==> src/rtl/prog_seq.sv <==
// Programmable instruction sequencer: PC generation with conditional branches
// through a writable jump table, a bounded return stack for call/return, and
// an IDLE/RUN/HALT control FSM. All outputs are registered.
//
//   state  | meaning
//   -------+-----------------------------------------------------------
//   S_IDLE | after reset; waits for Start, all state holds
//   S_RUN  | sequencing; one PC decision per unstalled edge
//   S_HALT | program stopped; PC and Done hold until Start restarts
module prog_seq #(
    parameter int PC_W    = 6,
    parameter int JPTR_W  = 3,
    parameter int STACK_D = 4
) (
    input  logic              Clk,
    input  logic              Reset,
    input  logic              Start,
    input  logic              Stall,
    input  logic              Br,
    input  logic [1:0]        Cond,
    input  logic              Zero,
    input  logic              Par,
    input  logic [JPTR_W-1:0] Jptr,
    input  logic              Call,
    input  logic              Ret,
    input  logic              Halt,
    input  logic              LutWen,
    input  logic [JPTR_W-1:0] LutWaddr,
    input  logic [PC_W-1:0]   LutWdat,
    output logic [PC_W-1:0]   PC,
    output logic              Done,
    output logic              Busy,
    output logic              StackErr
);

    localparam int LUT_N = 1 << JPTR_W;
    localparam int CNT_W = $clog2(STACK_D + 1);
    localparam int IDX_W = (STACK_D > 1) ? $clog2(STACK_D) : 1;

    typedef enum logic [1:0] {
        S_IDLE = 2'd0,
        S_RUN  = 2'd1,
        S_HALT = 2'd2
    } state_t;

    state_t            state;
    logic [PC_W-1:0]   lut   [LUT_N];
    logic [PC_W-1:0]   stack [STACK_D];
    logic [CNT_W-1:0]  sp;
    logic [CNT_W-1:0]  sp_m1;
    logic [IDX_W-1:0]  push_idx;
    logic [IDX_W-1:0]  pop_idx;
    logic [PC_W-1:0]   pc_inc;
    logic [PC_W-1:0]   lut_rd;
    logic              stk_full;
    logic              stk_empty;
    logic              cond_ok;
    logic              br_taken;

    assign sp_m1     = sp - 1'b1;
    assign push_idx  = sp[IDX_W-1:0];
    assign pop_idx   = sp_m1[IDX_W-1:0];
    assign stk_full  = (sp == CNT_W'(STACK_D));
    assign stk_empty = (sp == '0);
    assign pc_inc    = PC + 1'b1;
    assign lut_rd    = lut[Jptr];
    assign br_taken  = Br & cond_ok;

    // Branch condition decode from the ALU flags
    always_comb begin
        cond_ok = 1'b0;
        case (Cond)
            2'b00:   cond_ok = 1'b1;
            2'b01:   cond_ok = Zero;
            2'b10:   cond_ok = ~Zero;
            default: cond_ok = Par;
        endcase
    end

    // Jump table; the write lands at the edge so a same-cycle read sees the old entry
    always_ff @(posedge Clk or posedge Reset) begin
        if (Reset) begin
            for (int i = 0; i < LUT_N; i++) lut[i] <= '0;
        end else if (LutWen) begin
            lut[LutWaddr] <= LutWdat;
        end
    end

    // Control FSM, PC, return stack and status flags
    always_ff @(posedge Clk or posedge Reset) begin
        if (Reset) begin
            state    <= S_IDLE;
            PC       <= '0;
            Done     <= 1'b0;
            Busy     <= 1'b0;
            StackErr <= 1'b0;
            sp       <= '0;
            for (int i = 0; i < STACK_D; i++) stack[i] <= '0;
        end else begin
            case (state)
                S_IDLE: begin
                    if (Start) begin
                        state    <= S_RUN;
                        PC       <= '0;
                        sp       <= '0;
                        StackErr <= 1'b0;
                        Busy     <= 1'b1;
                        Done     <= 1'b0;
                    end
                end
                S_RUN: begin
                    if (!Stall) begin
                        if (Halt) begin
                            state <= S_HALT;
                            Busy  <= 1'b0;
                            Done  <= 1'b1;
                        end else if (Ret) begin
                            if (!stk_empty) begin
                                PC <= stack[pop_idx];
                                sp <= sp_m1;
                            end else begin
                                StackErr <= 1'b1;
                                PC       <= pc_inc;
                            end
                        end else if (Call) begin
                            if (!stk_full) begin
                                stack[push_idx] <= pc_inc;
                                sp              <= sp + 1'b1;
                                PC              <= lut_rd;
                            end else begin
                                StackErr <= 1'b1;
                                PC       <= pc_inc;
                            end
                        end else if (br_taken) begin
                            PC <= lut_rd;
                        end else begin
                            PC <= pc_inc;
                        end
                    end
                end
                S_HALT: begin
                    if (Start) begin
                        state    <= S_RUN;
                        PC       <= '0;
                        sp       <= '0;
                        StackErr <= 1'b0;
                        Busy     <= 1'b1;
                        Done     <= 1'b0;
                    end
                end
                default: begin
                    state <= S_IDLE;
                    Busy  <= 1'b0;
                    Done  <= 1'b0;
                end
            endcase
        end
    end

endmodule

==> config.mk <==
export PLATFORM = sky130hd
export DESIGN_NAME = prog_seq
export DESIGN_NICKNAME = d
export VERILOG_FILES = /design/src/rtl/prog_seq.sv
export SDC_FILE = /design/constraint.sdc
export NUM_CORES = 1
export LEC_CHECK = 0
export BUFFER_PORTS_ARGS = -buffer_cell sky130_fd_sc_hd__buf_2
export CAP_MARGIN = 25
export CORE_ASPECT_RATIO = 0.6
export CORE_MARGIN = 2
export CORE_UTILIZATION = 64
export CTS_CLUSTER_DIAMETER = 80
export DETAILED_ROUTE_END_ITERATION = 16
export PLACE_DENSITY_LB_ADDON = 0.1
export SLEW_MARGIN = 25
export SYNTH_ARGS = -nofsm -noshare
export SYNTH_HDL_FRONTEND = slang
export SYNTH_SLANG_ARGS = --single-unit
==> constraint.sdc <==
create_clock -name Clk -period 5.2 [get_ports Clk]
set_input_delay 1.04 -clock Clk [delete_from_list [all_inputs] [get_ports Clk]]
set_output_delay 1.04 -clock Clk [all_outputs]
set_load 0.1 [all_outputs]
==> results of run 1 <==
## state kept, by name, summed over array words and instances, names as in the netlist
signal    count
lut          48
stack        24
PC            6
sp            3
Done          1
state         1
StackErr      1
## final cells by class
class / count / area, um2 / area share [%]
clock buffer: 9 / 124 / 2.72
clock inverter: 7 / 51.3 / 1.13
multi-input combinational: 225 / 1970 / 43.3
tap: 84 / 105 / 2.31
inverter: 5 / 20.0 / 0.440
timing repair buffer: 34 / 176 / 3.88
sequential: 84 / 2100 / 46.2
## cells by family (layout without fill, tap and decap cells)
group,after synthesis,count (layout)
buf+inv,20,55
xor+xnor,5,5
mux,82,82
fa+ha+maj,6,6
compound gates,56,56
simple gates,76,76
flops,84,84
## worst paths after layout
path | startpoint | to | cells past startpoint
worst min register to register | lut[21] | lut[21] | 1
worst max-delay path | sp[0] | PC[0] | 6
max in group asynchronous | Reset | stack[11] | 3
worst min-delay path | lut[21] | lut[21] | 1
worst max register to register | sp[0] | PC[0] | 6
min in group asynchronous | Reset | stack[3] | 3
## cell usage in the layout (no fill, tap or decap), drive strengths merged, types with 2 or more instances in the layout
cell type  count
dfrtp         84
mux2          57
buf           34
nand2         29
o21ai         23
nor2          15
mux4          15
a21oi         11
mux2i         10
clkbuf         9
ha             6
inv            6
nand3          5
nand2b         5
o211ai         5
nor2b          4
clkinv         4
nor3           4
nand4b         3
and3           3
xor2           3
a221o          3
nor3b          3
xnor2          2
o31ai          2
a211oi         2
o21bai         2
a221oi         2
clkinvlp       2
## through the flow
step                hold slack [ns]  area, um2
finish                        0.489       4550
CTS                           0.491       4550
global placement              0.462       4370
floorplan                     0.448       4170
global route                  0.507       4550
detailed placement            0.471       4370
## routing by layer
layer | wire [um] | GRT usage, % | part of all wire [%]
met5 | 0 | 0 | 0
met1 | 4050 | 42.0 | 47
met3 | 744 | 6.07 | 8.7
met4 | 89 | 8.01 | 1.0
met2 | 3680 | 39.5 | 43
## critical path, stage by stage (launching register included)
cell and delay [ns]:
dfrtp_1 0.75, inv_1 0.18, ha_1 0.53, mux4_2 0.55, a21oi_1 0.16, nor2_1 0.05
a221o_1 0.34
## power by group
group	total, mW	internal [mW]	switching (mW)
clock	0.426	0.176	0.250
combinational	0.766	0.274	0.492
sequential	0.941	0.808	0.133
==> summary.txt, run 1 <==
Outcome
  • Outcome: finished clean

Power
  • VDD IR max: 0.000295 V
  • Pwr dens: 469 nW/um2
  • Total power: 2.13 mW
  • P_leak: 1.99 nW

STA
  • Final setup TNS: 0 ns
  • RSZ-0062 raised after global routing: no
  • Fin crit period: 2.67 ns
  • Final Hold Fails: 0
  • Clk_skew: 0.00987 ns
  • Endpoints failing setup: 0
  • Final cycle utilization of the critical path: 51.4%
  • Final slew viol count: 0
  • Slew HR: 50.1%
  • Worst-margin pin slew: 0.748 ns
  • Final setup margin: 2.53 ns
  • Max Fclk: 374 MHz

Yosys
  • Sequential area share after synthesis: 50.4%
  • Synth Area per Inst: 12.7 um2
  • Largest family of logic cells by synthesized area: multiplexers
  • Top-area cell type share of the netlist area: 50.4%
  • Mapped cell area: 4170 um2
  • Mux cell area share after synthesis: 25.9%
  • Top cells by count, synth: dfrtp_1, mux2_1, nand2_1, mux2_2, o21ai_1
  • Post-Synth Adder-Cell Area: 1.80%
  • Yosys top cell by area: dfrtp_1
  • Number of flops mapped to enable cells by yosys: 0
  • XOR/XNOR share of the synthesized area: 1.05%
  • Most instantiated library cell after synthesis: dfrtp_1
  • Synthesized flop and latch total: 84
  • Mapped Nets: 360
  • Post-synthesis compound-gate area fraction: 8.80%
  • Area contributors post-synth: dfrtp_1, mux2_1, mux4_2
  • Library cells used by synthesis: 46
  • Synth Area in Simple Gates: 9.79%
  • Mapped Cells: 329
  • Main synth FF type: dfrtp_1
  • Yosys warning count: 0
  • Asr flop ratio synth: 100%

Global route
  • Via count of the first global-routing pass: 2,775
  • First-pass GRT wire length: 14,400 um
  • Grt total ovfl: 0
  • Total GRT Usage: 27.4%
  • Largest net degree at the start of global routing: 85
  • Antenna violations before repair: 0

Clocking
  • TritonCTS clock tree: done
  • # hold bufs at CTS: 0
  • Setup bufs post-CTS: 0
  • H-tree depth: 3
  • Clock Sinks: 84
  • Maximum clock path buffer count: 2
  • Skew-Pair Late Insertion Delay: 0.36 ns
  • CTS root buf: clkbuf_8
  • Clock transition at path regs: 0.09 ns
  • CTS-repair resized insts: 0
  • Num CTS Buffers: 9

Critical path
  • Worst Setup Path Type: flop to flop
  • Worst Setup End Kind: flop
  • Worst-path maximum fanout: 14
  • Critical Path RT: 5.44 ns
  • Type of origin of the critical path: flop
  • CP arrival: 2.92 ns
  • R2R Setup Slk: 2.53 ns

Layout
  • Area growth syn-to-layout: 9.22%
  • # diodes: 0
  • Final Non-Filler Cells: 448
  • Share of cells above drive strength 1: 28.6%
  • Post-layout util: 73.5%
  • Final-stage net count: 390
  • Fillers: 464

Floorplan
  • Row count: 22
  • Starting density of the core: 67.3%
  • Die Area: 7200 um2
  • Core ar.: 6190 um2
  • Die W: 108 um
  • IO Count: 34
  • Die extent in y: 66.5 um

Flow run
  • Max-cap check violation count: 0

Routing
  • Average wire per standard cell: 19.1 um
  • Final ANT Viol Nets: 0
  • Via count: 2,780
  • Drt drc: 0
  • DRT Pass-1 Iters: 4
  • Number of DRC markers in iteration 0: 246
  • DR vias/cell: 6.21
  • Routed WL: 8560 um

Placed design
  • DP Wirelength: 6130 um
  • Dpl cells: 432
  • IO buf count: 33
  • Gp weighted congestion: 0.818
  • Placement Setup Slack: 2.32 ns

Hold path
  • Hold crit path type: flop to flop
Note: power is estimated with default switching activity, not from simulation.
==> run 2, diff against run 1 <==
- CORE_UTILIZATION: 64 -> 60
- clock period: 5.2 -> 2.7 ns (I/O delays scaled with it)
==> run 2 against run 1 <==
Setup slack lost 2.0 ns; combinational power increased by 100%; non-clock buffer count up 8; register-to-register slack worse by 2.0 ns; critical path type unchanged; total power grew 110%; worst hold slack got worse by 0.18 ns; final area increased by 3.8%; first-iteration DRC count decreased by 13%; fmax grew 23%; largest power group unchanged; global-route usage down 1.5 points.
==> summary.txt, run 2 (synthesized netlist as in run 1, its figures left out) <==
Global route
  • Grt total ovfl: 0
  • Largest net degree at the start of global routing: 85
  • Via count of the first global-routing pass: 2,673
  • Total GRT Usage: 25.9%
  • Antenna violations before repair: 0
  • First-pass GRT wire length: 14,500 um

Routing
  • Via count: 2,784
  • DR vias/cell: 6.07
  • Average wire per standard cell: 19.4 um
  • Final ANT Viol Nets: 0
  • Drt drc: 0
  • DRT Pass-1 Iters: 4
  • Number of DRC markers in iteration 0: 214
  • Routed WL: 8890 um

Power
  • VDD IR max: 0.000722 V
  • P_sw: 1.70 mW
  • Internal power: 2.77 mW
  • Switch share: 37.9%
  • P_leak: 2.07 nW
  • Clk pwr share: 25.1%
  • Gate power share: 34.9%
  • Sequential share of power: 40.0%
  • Total power: 4.47 mW
  • Pwr dens: 946 nW/um2

Floorplan
  • Starting density of the core: 62.2%
  • Die extent in y: 68.6 um
  • Core ar.: 6710 um2
  • Die W: 112 um
  • Die Area: 7650 um2
  • IO Count: 34
  • Row count: 23

STA
  • Worst-margin pin slew: 0.670 ns
  • Final setup TNS: 0 ns
  • Final cycle utilization of the critical path: 80.4%
  • Final Hold Fails: 0
  • Slew HR: 55.2%
  • Endpoints failing setup: 0
  • Fin crit period: 2.17 ns
  • Max Fclk: 461 MHz
  • Clk_skew: 0.00513 ns
  • Final slew viol count: 0
  • Final setup margin: 0.528 ns
  • RSZ-0062 raised after global routing: no

Layout
  • Max FFs per register: 48
  • Post-layout util: 70.4%
  • Final-stage net count: 398
  • Largest reg by FF count: lut
  • Share of cells above drive strength 1: 29.6%
  • Commonest non-fill, non-tap cells in the layout: dfrtp_1, buf_2, mux2_1, nand2_1, mux2_2
  • # diodes: 0
  • Final Non-Filler Cells: 459
  • Commonest non-fill, non-tap cell in the layout: dfrtp_1
  • Top Registers: lut x48, stack x24, PC x6
  • Area growth syn-to-layout: 13.3%

Clocking
  • Clock Sinks: 84
  • # hold bufs at CTS: 0
  • H-tree depth: 3
  • CTS root buf: clkbuf_16
  • Setup bufs post-CTS: 0
  • Clock transition at path regs: 0.06 ns
  • TritonCTS clock tree: done
  • Num CTS Buffers: 9
  • Maximum clock path buffer count: 2
  • CTS-repair resized insts: 0
  • Skew-Pair Late Insertion Delay: 0.34 ns

Placed design
  • IO buf count: 33
  • DP Wirelength: 6380 um
  • Gp weighted congestion: 0.839
  • Dpl cells: 443
  • Placement Setup Slack: 0.539 ns

Critical path
  • CP arrival: 2.39 ns
  • Worst-path maximum fanout: 7
  • Crit-path slowest cell: mux4_2
  • Worst Setup Path Type: flop to flop
  • Type of origin of the critical path: flop
  • R2R Setup Slk: 0.53 ns
  • CP cell instances: inv_1 > ha_1 > mux4_2 > a21oi_1 > nor2_1 > a221o_1
  • Slowest Stage Delay on Critical Path: 0.55 ns
  • Critical Path RT: 2.92 ns
  • Worst Setup End Kind: flop

Outcome
  • Outcome: finished clean

Flow run
  • Max-cap check violation count: 0

Hold path
  • Hold crit path type: input port to asynchronous set/reset pin
-- run 2: final cells by class --
| cell class | count | area (um2) |
|---|---|---|
| clock inverter | 4 | 25.0 |
| tap | 87 | 109 |
| multi-input combinational | 225 | 1970 |
| sequential | 84 | 2100 |
| inverter | 5 | 22.5 |
| clock buffer | 12 | 246 |
| timing repair buffer | 42 | 245 |
| fill | 468 | 1980 |
-- run 2: worst max-delay path: cells and delay by family (launching register included) --
kind / cells / cell delay, ns
mux: 1 / 0.55
fa+ha+maj: 1 / 0.49
compound gates: 2 / 0.49
flops: 1 / 0.37
buf+inv: 1 / 0.10
simple gates: 1 / 0.05
-- run 2: metal layers --
| layer | GRT usage [%] | vias up | wire, um |
|---|---|---|---|
| li1 | - | 1295 | - |
| met1 | 39.4 | 1397 | 4520 |
| met2 | 35.7 | 85 | 3640 |
| met3 | 8.30 | 7 | 665 |
| met4 | 7.56 | 0 | 72 |
| met5 | 0 | - | 0 |
-- run 2: power groups by stage --
stage               Clock (mW)  Combinational (mW)  Sequential (mW)
finish                    1.12                1.56             1.79
global route              1.20                1.69             1.82
CTS                       1.15                1.56             1.78
detailed placement           0                1.55             1.80
global placement             0                1.53             1.79
floorplan                    0               0.871             2.09
-- run 2: path summary, 6_finish.rpt --
| check | to | cells past startpoint | startpoint |
|---|---|---|---|
| min | lut[18] | 3 | Reset |
| max reg2reg | PC[0] | 6 | sp[1] |
| min in group Clk | state[0] | 3 | Start |
| max | PC[0] | 6 | sp[1] |
| min reg2reg | stack[14] | 2 | stack[14] |
| max in group asynchronous | lut[21] | 3 | Reset |
-- run 2: metrics by stage --
stage | hold WS [ns] | cell area [um2]
finish | 0.312 | 4720
global route | 0.357 | 4720
CTS | 0.336 | 4720
detailed placement | 0.474 | 4450
global placement | 0.465 | 4450
floorplan | 0.448 | 4170
==> run 3, diff against run 2 <==
- clock period: 2.7 -> 2.2 ns (I/O delays scaled with it)
==> run 3 against run 2 <==
Core utilization is 2.3 points higher; die area unchanged; first-iteration DRC count decreased by 1.9%; sequential power grew 23%; critical path type unchanged; critical endpoint is now PC[2].
==> summary.txt, run 3 (synthesized netlist as in run 1, its figures left out) <==
Power
  • VDD IR max: 0.000729 V
  • Total power: 5.84 mW
  • Pwr dens: 1200 nW/um2
  • P_leak: 2.15 nW

Critical path
  • CP cell instances: inv_1 > ha_1 > buf_4 > mux4_2 > nand2_1 > a21oi_1 > a211o_1
  • CP arrival: 2.26 ns
  • Critical Path RT: 2.43 ns
  • Type of origin of the critical path: flop
  • Worst Setup End Kind: flop
  • Worst-path maximum fanout: 5
  • Crit-path slowest cell: mux4_2
  • R2R depth: 7
  • Worst Setup Path Type: flop to flop
  • Slowest Stage Delay on Critical Path: 0.50 ns

Floorplan
  • Core ar.: 6710 um2
  • Die Area: 7650 um2
  • Die extent in y: 68.6 um
  • Die W: 112 um
  • Row count: 23
  • Starting density of the core: 62.2%
  • IO Count: 34

Layout
  • Commonest non-fill, non-tap cells in the layout: dfrtp_1, buf_2, mux2_1, nand2_1, mux2_2
  • Max FFs per register: 48
  • Largest reg by FF count: lut
  • Top Registers: lut x48, stack x24, PC x6
  • Final-stage net count: 411
  • Multi-input gate area: 1970 um2
  • Reg area: 2110 um2
  • # diodes: 0
  • Commonest non-fill, non-tap cell in the layout: dfrtp_1
  • Area growth syn-to-layout: 17.1%
  • Fillers: 461
  • Share of cells above drive strength 1: 33.0%

Routing
  • DRT Pass-1 Iters: 4
  • Via count: 2,852
  • Average wire per standard cell: 19.8 um
  • Number of DRC markers in iteration 0: 210
  • Final ANT Viol Nets: 0
  • DR vias/cell: 6.04
  • Routed WL: 9340 um
  • Drt drc: 0

STA
  • Fin crit period: 2.02 ns
  • Final slew viol count: 0
  • RSZ-0062 raised after global routing: no
  • Final Hold Fails: 0
  • Slew HR: 51.0%
  • Endpoints failing setup: 0
  • Max Fclk: 494 MHz
  • Clk_skew: 0.00603 ns
  • Final setup TNS: 0 ns
  • Final cycle utilization of the critical path: 92.0%
  • Worst-margin pin slew: 0.733 ns

Placed design
  • DP Wirelength: 6800 um
  • IO buf count: 33
  • Gp weighted congestion: 0.870

Global route
  • First-pass GRT wire length: 15,300 um
  • Via count of the first global-routing pass: 2,819
  • Total GRT Usage: 27.5%
  • Grt total ovfl: 0
  • Largest net degree at the start of global routing: 32
  • Antenna violations before repair: 0

Clocking
  • Num CTS Buffers: 9
  • CTS root buf: clkbuf_16
  • # hold bufs at CTS: 0
  • Clock Sinks: 84
  • Clock transition at path regs: 0.06 ns
  • Skew-Pair Late Insertion Delay: 0.35 ns
  • Setup bufs post-CTS: 0
  • TritonCTS clock tree: done
  • CTS-repair resized insts: 0
  • H-tree depth: 3
  • Maximum clock path buffer count: 2

Outcome
  • Outcome: finished clean

Flow run
  • Max-cap check violation count: 0

Hold path
  • Hold crit path type: input port to asynchronous set/reset pin
run 3: cell types whose count changed in the layout (fill, tap and decap cells not counted), moves of 2 or more:
cell,previous run,this run
dfrtp_2,0,3
bufinv_16,0,2
clkinv_2,2,0
dfrtp_1,84,81
buf_4,8,21
run 3: area by class of cell:
class | instances | share of cell area (%)
flip-flops and latches | 84 | 43.2
well taps | 87 | 2.23
inverters | 5 | 0.462
clock buffers | 11 | 4.97
multi-input cells | 225 | 40.4
clock inverters | 5 | 1.72
repair buffers | 55 | 7.03
run 3: metrics by stage:
step / hold slack [ns] / util (%) / cell area (um2) / std cells / worst slack (ns)
finish: 0.213 / 72.8 / 4880 / 472 / 0.175
global route: 0.262 / 72.8 / 4880 / 472 / 0.00758
CTS: 0.241 / 72.8 / 4880 / 472 / 0.174
detailed placement: 0.469 / 67.9 / 4550 / 456 / 0.176
global placement: 0.462 / 67.9 / 4550 / 456 / 0.216
floorplan: 0.448 / - / 4180 / 329 / 0.00759
run 3: path summary, 6_finish.rpt:
path	from	to	slack (ns)
max	sp[1]	PC[2]	0.18
min	Reset	StackErr	0.21
max reg2reg	sp[1]	PC[2]	0.18
min reg2reg	lut[43]	lut[43]	0.49
max in group asynchronous	Reset	lut[30]	1.30
min in group Clk	Start	state[0]	0.36
run 3: per-layer routing:
metal	routed length, um	global-route usage (%)	up-vias
li1	-	-	1316
met4	93	6.02	0
met3	537	9.00	8
met2	3950	39.3	70
met1	4760	41.4	1458
met5	0	0	-
run 3: critical path, delay by kind of cell, from the launching register on:
kind / cells / cell delay [ns]
adder cells (fa/ha/maj): 1 / 0.38
flip-flops: 1 / 0.37
buffers and inverters: 2 / 0.28
AND/OR/NAND/NOR: 1 / 0.08
multiplexers: 1 / 0.50
AO/OA/AOI/OAI: 2 / 0.31
run 3: where the power goes:
group	internal, mW	switching, mW	total, mW
Sequential	1.92	0.276	2.20
Clock	1.03	0.626	1.66
Combinational	0.748	1.24	1.99
Total	3.70	2.14	5.84
